[src/rtl/icache_line_fill_ctrl.sv]
// Hit/miss classifier and 16-byte line-fill controller for the 32-line instruction cache.
// Define ICACHE_CRITICAL_FIRST_EN to start each fill at the requested byte and wrap.
module icache_line_fill_ctrl (
  input  logic        clk,
  input  logic        reset_n,
  input  logic        req,
  input  logic [11:0] diff,
  input  logic [11:0] pc_hi,
  input  logic        flush,
  output logic        ready,
  output logic        bypass,
  output logic        mem_req,
  output logic [15:0] mem_addr,
  input  logic        mem_ack,
  input  logic [7:0]  mem_data,
  output logic        cram_we,
  output logic [8:0]  cram_addr,
  output logic [7:0]  cram_wdata
);

  localparam logic [1:0] StIdle = 2'd0;
  localparam logic [1:0] StFill = 2'd1;
  localparam logic [1:0] StDone = 2'd2;

  logic [1:0]  state_q, state_d;
  logic [31:0] valid_q, valid_d;
  logic [4:0]  line_q, line_d;
  logic [11:0] base_q, base_d;
  logic [3:0]  cnt_q, cnt_d;
  logic [3:0]  bytes_q, bytes_d;
  logic        ready_q, ready_d;
  logic        bypass_q, bypass_d;

  logic        in_range;
  logic        in_fill;
  logic        fill_ack;
  logic [3:0]  start_off;

  assign in_range = (diff[11:9] == 3'b000);
  assign in_fill  = (state_q == StFill);
  assign fill_ack = in_fill & mem_ack;

`ifdef ICACHE_CRITICAL_FIRST_EN
  assign start_off = diff[3:0];
`else
  logic unused_diff_lo;
  assign unused_diff_lo = ^diff[3:0];
  assign start_off      = 4'd0;
`endif

  always_comb begin
    state_d  = state_q;
    valid_d  = valid_q;
    line_d   = line_q;
    base_d   = base_q;
    cnt_d    = cnt_q;
    bytes_d  = bytes_q;
    ready_d  = 1'b0;
    bypass_d = 1'b0;

    case (state_q)
      StIdle: begin
        // The cycle carrying a ready/bypass pulse belongs to the finished request.
        if (req && !ready_q && !bypass_q) begin
          if (!in_range) begin
            bypass_d = 1'b1;
          end else if (valid_q[diff[8:4]] && !flush) begin
            ready_d = 1'b1;
          end else begin
            line_d  = diff[8:4];
            base_d  = pc_hi;
            cnt_d   = start_off;
            bytes_d = 4'd0;
            state_d = StFill;
          end
        end
      end
      StFill: begin
        if (mem_ack) begin
          cnt_d   = cnt_q + 4'd1;
          bytes_d = bytes_q + 4'd1;
          if (bytes_q == 4'd15) begin
            valid_d[line_q] = 1'b1;
            state_d         = StDone;
          end
        end
        if (flush) begin
          state_d = StIdle;
        end
      end
      StDone: begin
        ready_d = 1'b1;
        state_d = StIdle;
      end
      default: state_d = StIdle;
    endcase

    // Flush beats a coinciding final ack, so the line never becomes valid.
    if (flush) begin
      valid_d = '0;
    end
  end

  always_ff @(posedge clk or negedge reset_n) begin
    if (!reset_n) begin
      state_q  <= StIdle;
      valid_q  <= '0;
      line_q   <= '0;
      base_q   <= '0;
      cnt_q    <= '0;
      bytes_q  <= '0;
      ready_q  <= 1'b0;
      bypass_q <= 1'b0;
    end else begin
      state_q  <= state_d;
      valid_q  <= valid_d;
      line_q   <= line_d;
      base_q   <= base_d;
      cnt_q    <= cnt_d;
      bytes_q  <= bytes_d;
      ready_q  <= ready_d;
      bypass_q <= bypass_d;
    end
  end

  assign ready      = ready_q;
  assign bypass     = bypass_q;
  assign mem_req    = in_fill;
  assign mem_addr   = in_fill ? {base_q, cnt_q} : 16'h0000;
  assign cram_we    = fill_ack;
  assign cram_addr  = fill_ack ? {line_q, cnt_q} : 9'h000;
  assign cram_wdata = fill_ack ? mem_data : 8'h00;

endmodule

[config.mk]
export PLATFORM = sky130hd
export DESIGN_NAME = icache_line_fill_ctrl
export DESIGN_NICKNAME = d
export VERILOG_FILES = /design/src/rtl/icache_line_fill_ctrl.sv
export SDC_FILE = /design/constraint.sdc
export NUM_CORES = 1
export LEC_CHECK = 0
export ABC_CLOCK_PERIOD_IN_PS = 6050
export CORE_UTILIZATION = 45
export DETAILED_ROUTE_END_ITERATION = 16
export PLACE_DENSITY_LB_ADDON = 0.3
export SETUP_SLACK_MARGIN = 0.15
export SYNTH_ARGS = -nofsm -noshare
export SYNTH_HDL_FRONTEND = slang
export SYNTH_SLANG_ARGS = --single-unit
[constraint.sdc]
create_clock -name clk -period 6.05 [get_ports clk]
set_input_delay 1.5125 -clock clk [delete_from_list [all_inputs] [get_ports clk]]
set_output_delay 1.5125 -clock clk [all_outputs]
set_load 0.1 [all_outputs]
==> out/qor.txt <==
RSZ-0062 raised after global routing -> false
buffer count from post-CTS setup fixing -> 0
Pwr Density -> 280.2 nW/µm²
largest net degree at the start of global routing -> 62
Hold WC Path Type -> reg -> reg
Avg Inst Size Synth -> 10.74 µm²
Internal Power -> 0.7250 mW
LEAKAGE -> 1.778 nW
overall power -> 1.064 mW
GR Overflow Total -> 0
Switching Fraction -> 31.88%
Clock Tree Buf Depth -> 2
final hold violation count -> 0
Die Ht -> 83.45 µm
Critical Path AT -> 3.08 ns
measured slew at the worst slew-check pin -> 1.213 ns
EDFF count, synth -> 0
first-pass GRT wire length -> 11.23 mm
Setup crit end kind -> primary output
status -> finished, final reports clean
FP Rows -> 29
die width -> 83.45 µm
Synth async-reset ratio -> 100.0%
Worst EP required -> 4.54 ns
input/output buffers -> 69
final routed DRC violation total -> 0
MaxCap Viol Count -> 0
CTS buffer count -> 9
routed len/inst -> 15.61 µm
Worst-Skew Late Latency -> 0.33 ns
DR vias -> 2,364
Final Setup Violations -> 0
GPL Wtd Cong -> 0.7539
drt pass-1 iters -> 4
Yosys reg bits -> 61
clock network fraction of total power -> 28.4%
non-filler cells, final -> 425
Comb power frac -> 22.1%
dpl cells -> 410
Post-Syn Instances -> 278
nets@finish -> 383
Initial Utilization -> 46.75%
setup TNS -> 0 ns
final WL -> 6.636 mm
Slew Limit Fails -> 0
Tcrit/Tclk final -> 75.94%
DR vias/cell -> 5.562
VDD IR max -> 149.9 µV
sequential cell area fraction in the yosys report -> 51.13%
cts hold-fix bufs -> 0
synth unique cells -> 38
Syn-to-layout area delta -> 27.24%
skew final -> 0.004036 ns
critical path startpoint category -> input port
Crit Path Max Fanout -> 15
die area -> 6964 µm²
post-CTS resize count -> 0
Tmin final -> 4.594 ns
initial drt markers -> 132
clock sinks -> 61
antenna fix cells -> 0
Fmax -> 217.7 MHz
P_sw -> 0.3393 mW
IO Count -> 74
Util after Layout -> 59.48%
vias in the first global route -> 2,381
critical path class -> in -> out
Relative slew margins -> 18.50%
core area -> 6386 µm²
sequential power share -> 49.4%
DP HPWL -> 4.422 mm
H-tree levels -> 3
Main synth FF type -> dfrtp_1
Routed Antenna Nets -> 0
Mapped Area -> 2985 µm²
CTS tree -> done
syn nets -> 317
share of layout cells above drive strength 1 -> 16.38%
Total GRT Usage -> 20.54%
antenna violations before repair -> 0
Reg clk slew, reported paths -> 0.06 ns
Synth warnings -> 0
clock root buffer -> clkbuf_8
[cells in the mapped netlist, types with 2 or more instances]
master / instances / share of area, %
ha_1: 2 / 0.84
and3_1: 14 / 2.9
nand4_1: 3 / 0.63
a31oi_1: 3 / 0.63
nor3_1: 8 / 1.3
nand3b_1: 2 / 0.50
a21oi_1: 35 / 5.9
nor2_1: 43 / 5.4
and2_1: 16 / 3.4
mux4_1: 4 / 3.5
and3b_1: 2 / 0.59
buf_1: 2 / 0.25
clkbuf_1: 9 / 1.1
nand3_1: 4 / 0.67
mux2_2: 7 / 2.6
inv_1: 8 / 1.0
buf_6: 3 / 1.1
nor3b_1: 4 / 1.0
nand2_1: 4 / 0.50
nor2b_1: 5 / 1.0
o21ai_0: 6 / 1.0
mux2i_1: 9 / 3.0
dfrtp_1: 61 / 51
mux2_4: 10 / 5.0
[state kept, by name, indices dropped and copies added (netlist names)]
register / flops
ready: 1
line_q: 5
state_q: 2
base_q: 12
bytes_q: 4
bypass: 1
valid_q: 32
cnt_q: 4
[worst paths after layout]
| kind | from | endpoint | slack, ns | depth (start not counted) |
|---|---|---|---|---|
| worst max-delay path | mem_ack | cram_addr[3] | 1.46 | 4 |
| worst min-delay path | state_q[0] | ready | 0.45 | 1 |
| worst max register to register | state_q[1] | valid_q[0] | 2.62 | 7 |
| worst min register to register | state_q[0] | ready | 0.45 | 1 |
| max in group asynchronous | reset_n | valid_q[9] | 4.21 | 2 |
| min in group asynchronous | reset_n | base_q[6] | 1.33 | 2 |
[stage by stage]
stage | cell area, µm² | hold slack [ns] | setup slack [ns]
2_1_floorplan | 2985 | 0.4182 | 1.574
3_3_place_gp | 3640 | 0.4297 | 1.496
3_5_place_dp | 3640 | 0.4383 | 1.451
4_1_cts | 3799 | 0.4442 | 1.436
5_1_grt | 3799 | 0.4755 | 1.249
6_report | 3799 | 0.4507 | 1.456
[cell type report]
cell class | instances | area, µm²
fillers | 567 | 2587
flip-flops and latches | 61 | 1526
multi-input cells | 191 | 1320
repair buffers | 72 | 663.1
clock buffers | 13 | 148.9
well taps | 77 | 96.34
inverters | 9 | 33.78
clock inverters | 2 | 10.01
[metal layers]
layer  GRT usage [%]  vias up  routed length [µm]
met3           4.946       14                 486
met5               0        -                   0
met2           31.67       99                2942
li1                -     1105                   -
met1           26.86     1146                3023
met4           11.25        0                 184
[cell usage in the layout (no fill, tap or decap), types with 9 or more instances in the layout]
master	count
mux2_4	10
nor2_1	43
mux2i_1	9
dfrtp_1	61
clkdlybuf4s50_1	50
clkbuf_8	10
and3_1	14
and2_1	16
buf_4	21
a21oi_1	35
[worst max-delay path: stages]
cell             delay (ns)
clkdlybuf4s50_1        0.70
nand2_1                0.32
nor2_1                 0.23
buf_4                  0.32
[power groups by stage]
stage / Combinational (mW) / Sequential [mW] / Clock, mW
2_1_floorplan: 0.184 / 0.509 / 0
3_3_place_gp: 0.231 / 0.529 / 0
3_5_place_dp: 0.237 / 0.533 / 0
4_1_cts: 0.238 / 0.526 / 0.312
5_1_grt: 0.258 / 0.535 / 0.329
6_report: 0.236 / 0.526 / 0.303
[cell families (layout without fill, tap and decap cells)]
kind of cell	Yosys count	count (layout)	share of synthesized area (%)
simple gates	108	108	18.99
mux	31	31	14.96
compound gates	50	50	9.346
buf+inv	26	96	4.736
fa+ha+maj	2	2	0.8381
flops	61	61	51.13
Power figures use the tool's default switching activity.
